===== src/rtl/truth_table_sweeper.sv =====
// Exhaustive truth-table sweeper: drives every input vector in order,
// samples the DUT after a settling dwell and tallies mismatches.
module truth_table_sweeper #(
   parameter int                N            = 4,
   parameter int                DWELL        = 2,
   parameter logic [2**N-1:0]   EXPECTED     = 16'h0000,
   parameter bit                STOP_ON_FAIL = 1'b0
) (
   input  logic         clk,
   input  logic         rst_n,
   input  logic         start,
   input  logic         dut_out,
   output logic [N-1:0] dut_in,
   output logic         busy,
   output logic         done,
   output logic         pass,
   output logic [N:0]   err_count,
   output logic [N-1:0] first_fail_vec,
   output logic         first_fail_valid
);

   localparam int CW = (DWELL > 1) ? $clog2(DWELL) : 1;
   localparam logic [CW-1:0] LAST_CNT = CW'(DWELL - 1);
   localparam logic [CW-1:0] CNT_ONE  = CW'(1);
   localparam logic [N-1:0]  VEC_ONE  = N'(1);
   localparam logic [N:0]    ERR_ONE  = (N + 1)'(1);

   typedef enum logic [1:0] {IDLE, RUN, DONE} state_t;

   state_t        state;
   state_t        state_nxt;
   logic [N-1:0]  vec;
   logic [CW-1:0] dwell_cnt;
   logic          clear;
   logic          sample;
   logic          mismatch;
   logic          last_vec;

   always_ff @(posedge clk or negedge rst_n) begin
      if (!rst_n) state <= IDLE;
      else        state <= state_nxt;
   end

   always_comb begin
      state_nxt = state;
      clear     = 1'b0;
      sample    = 1'b0;
      mismatch  = 1'b0;
      last_vec  = (vec == {N{1'b1}});
      unique case (state)
         IDLE, DONE: begin
            if (start) begin
               state_nxt = RUN;
               clear     = 1'b1;
            end
         end
         RUN: begin
            if (dwell_cnt == LAST_CNT) begin
               sample   = 1'b1;
               mismatch = (dut_out != EXPECTED[vec]);
               if (last_vec || (STOP_ON_FAIL && mismatch))
                  state_nxt = DONE;
            end
         end
         default: state_nxt = IDLE;
      endcase
   end

   // Results survive into DONE; only a new start or reset clears them.
   always_ff @(posedge clk or negedge rst_n) begin
      if (!rst_n) begin
         vec              <= '0;
         dwell_cnt        <= '0;
         err_count        <= '0;
         first_fail_vec   <= '0;
         first_fail_valid <= 1'b0;
      end else if (clear) begin
         vec              <= '0;
         dwell_cnt        <= '0;
         err_count        <= '0;
         first_fail_vec   <= '0;
         first_fail_valid <= 1'b0;
      end else if (state == RUN) begin
         if (sample) begin
            dwell_cnt <= '0;
            if (mismatch) begin
               err_count <= err_count + ERR_ONE;
               if (!first_fail_valid) begin
                  first_fail_vec   <= vec;
                  first_fail_valid <= 1'b1;
               end
            end
            if (state_nxt == RUN)
               vec <= vec + VEC_ONE;
         end else begin
            dwell_cnt <= dwell_cnt + CNT_ONE;
         end
      end
   end

   assign dut_in = vec;
   assign busy   = (state == RUN);
   assign done   = (state == DONE);
   assign pass   = done && (err_count == '0);

endmodule


===== config.mk =====
export PLATFORM = sky130hd
export DESIGN_NAME = truth_table_sweeper
export DESIGN_NICKNAME = d
export VERILOG_FILES = /design/src/rtl/truth_table_sweeper.sv
export SDC_FILE = /design/constraint.sdc
export NUM_CORES = 1
export LEC_CHECK = 0
export CAP_MARGIN = 10
export CORE_MARGIN = 2
export CORE_UTILIZATION = 30
export DETAILED_ROUTE_END_ITERATION = 10
export PLACE_DENSITY_LB_ADDON = 0.08
export SETUP_SLACK_MARGIN = 0.02
export SKIP_LAST_GASP = 1
export SYNTH_ARGS = -nofsm -noshare
export SYNTH_HDL_FRONTEND = slang
export SYNTH_SLANG_ARGS = --single-unit

===== constraint.sdc =====
create_clock -name clk -period 1.6 [get_ports clk]
set_input_delay 0.32 -clock clk [delete_from_list [all_inputs] [get_ports clk]]
set_output_delay 0.32 -clock clk [all_outputs]
set_load 0.02 [all_outputs]

==> out/qor.txt, run 1 <==
Outcome: finished with violations
Failing checks: setup timing
Final ANT Viol Nets: 0
Global route total overflow: 0
Type of origin of the critical path: flip-flop
Slew @ Worst Pin: 0.245 ns
Nets: 137
CTS tree: yes
Internal power: 1.22 mW
Switch share: 42.3%
Crit path kind: reg -> out
CTS H-tree lvls: 1
Pins Over Slew Limit: 0
Clock share of power: 11.3%
CTS Hold Bufs: 0
Clk buf depth: 2
Netlist cell types: 30
Final period utilization: 100%
Relative slew margins: 83.7%
Seq. cell area: 427 um2
Setup WS post-layout: -0.00292 ns
Placed Area: 0.00120 mm2
GPL Wtd Cong: 0.784
Layout cells sized above 1: 27.1%
Initial DRC Count: 20
Worst Hold Class: in -> async
Psw: 0.891 mW
Initial antenna violation count: 0
Pin count of the biggest net entering global routing: 18
Clk_skew: 0.00414 ns
Layout Utilization: 45.7%
Drt first pass iters: 6
Seq/Total Area, Yosys: 49.7%
Final TNS setup: -0.00292 ns
CP arrival: 1.28 ns
Total vias in the final route: 809
Area growth syn-to-layout: 46.1%
Minimum clock period: 1.60 ns
Clock Latency Late Sink: 0.30 ns
Post-synthesis cell count: 87
Die height: 57.4 um
Worst Setup SP: err_count[1]
DP HPWL: 1590 um
Worst endpoint required time: 1.28 ns
Reg-to-reg critical path startpoint: dut_in[0]
Static leakage: 0.628 nW
Max Fclk: 0.624 GHz
Synthesized area: 856 um2
Hold Vio Cnt, Final: 0
Worst-path clk slew: 0.11 ns
ANT cells: 0
Yosys warns: 0
Overall routing resource usage: 14.6%
Reg power frac: 34.7%
Die Span X: 57.4 um
DRT Wirelength: 2170 um
Clk sink count: 17
Most common cell after layout, fill and taps aside: buf_4
Worst IR drop on VDD: 777 uV
DRC viols: 0
Crit Path Max Fanout: 2
RSZ-0062 raised after global routing: yes
Fillers: 284
Final setup vio count: 1
Pwr dens: 1690 mW/mm2
Worst hold slack: 0.335 ns
I/O Pins: 21
First-pass GRT wire length: 3650 um
Mapped Nets: 94
Max Cap Viol: 0
Vias/cell: 5.06
Vias in the first global route: 799
Area of the multi-input gates: 389 um2
Design area: 0.00125 mm2
Initial Utilization: 31.3%
CTS buffer count: 3
Clock Root Buffer: clkbuf_4
Comb power frac: 54.0%
Most frequent cells in the layout: 24 x buf_4, 16 x dfrtp_1, 14 x dlygate4sd2_1
Crit. End Element: primary output
Die area: 0.00330 mm2
Core ar.: 0.00273 mm2
#FFs+latches synth: 17
Post-DR wirelength/cell: 13.6 um
Synthesized area per cell: 9.84 um2
Row cnt: 19
Port buffer count: 20
==> area by class of cell <==
| class | count | share of cell area, % |
|---|---|---|
| inverter | 5 | 1.50 |
| clock inverter | 1 | 0.400 |
| multi-input combinational | 60 | 31.1 |
| clock buffer | 3 | 1.80 |
| timing repair buffer | 43 | 27.9 |
| sequential | 17 | 34.1 |
| tap | 31 | 3.10 |
==> state kept, by name, indices dropped and copies added (netlist names) <==
| register | count |
|---|---|
| state | 2 |
| dut_in | 4 |
| err_count | 5 |
| first_fail_valid | 1 |
| first_fail_vec | 4 |
| dwell_cnt | 1 |
==> Yosys cell counts <==
master | n | area, um2
o21ai_0 | 8 | 40.0
or3b_1 | 1 | 8.76
nand2b_1 | 3 | 18.8
or4_1 | 1 | 7.51
nor2b_1 | 1 | 6.26
nor3_1 | 2 | 10.0
or2b_1 | 1 | 7.51
or3_1 | 2 | 12.5
nand4_1 | 2 | 12.5
a31oi_1 | 1 | 6.26
clkbuf_1 | 2 | 7.51
nand4b_2 | 1 | 15.0
buf_2 | 1 | 5.00
inv_1 | 5 | 18.8
nor2_1 | 2 | 7.51
mux2i_1 | 2 | 20.0
dfrtp_1 | 17 | 425
o22ai_1 | 1 | 6.26
nand3b_1 | 3 | 22.5
ha_1 | 3 | 37.5
a21oi_1 | 5 | 25.0
buf_6 | 1 | 11.3
o211ai_1 | 2 | 15.0
o31ai_1 | 3 | 22.5
nand2_1 | 8 | 30.0
nor4_1 | 2 | 12.5
nand3_1 | 4 | 20.0
and4b_1 | 1 | 10.0
and3_1 | 1 | 6.26
buf_4 | 1 | 7.51
==> power groups by stage <==
stage,sequential [mW],clock [mW],combinational (mW)
2_1_floorplan,0.899,0,0.438
3_3_place_gp,0.748,0,1.14
3_5_place_dp,0.750,0,1.16
4_1_cts,0.737,0.256,1.07
5_1_grt,0.755,0.268,1.27
6_report,0.730,0.239,1.14
==> kinds of logic (layout without fill, tap and decap cells) <==
| logic type | count (synthesis) | in the layout | share of synthesized area, % |
|---|---|---|---|
| flip-flops | 17 | 17 | 49.7 |
| multiplexers | 2 | 2 | 2.34 |
| buffers and inverters | 10 | 52 | 5.85 |
| AO/OA/AOI/OAI | 20 | 20 | 13.5 |
| adder cells (fa/ha/maj) | 3 | 3 | 4.39 |
| AND/OR/NAND/NOR | 35 | 35 | 24.3 |
==> final timing paths <==
check	cells after the start	to	slack [ns]
max reg2reg	4	dut_in[1]	0.15
min reg2reg	2	first_fail_vec[3]	0.55
min in group clk	2	first_fail_vec[3]	0.55
max	5	pass	-0.003
max in group asynchronous	2	dut_in[0]	1.06
min	2	state[1]	0.34
==> metal layers <==
metal	track usage [%]	wire [um]	up-vias
li1	-	-	399
met1	19.8	1080	384
met2	22.1	939	21
met3	2.49	103	5
met4	7.97	44	0
met5	0	0	-
==> worst max-delay path, cell delays in order, from the launching register on <==
cell	delay (ns)
dfrtp_1	0.39
inv_1	0.07
ha_1	0.15
nand2b_1	0.06
nor4_2	0.12
buf_2	0.20
==> what timing repair did <==
action	4_1_cts	5_1_grt
resized for setup	27	6
setup buffers	1	4
pin swaps	0	0
setup endpoints to repair	17	4
==> per-stage QoR <==
stage | worst slack (ns) | cells | power (mW)
finish | -0.00292 | 160 | 2.11
global route | -0.130 | 160 | 2.29
CTS | -0.0377 | 156 | 2.06
detailed placement | -0.143 | 151 | 1.91
global placement | -0.117 | 151 | 1.89
floorplan | 0.106 | 87 | 1.34
Note: power is estimated with default switching activity, not from simulation.
==> inputs of run 2 (changes only) <==
GPL_ROUTABILITY_DRIVEN = 1   (was default)
==> results of run 2 <==
Same layout as run 1: the final DEF is identical, and so are final timing and power.
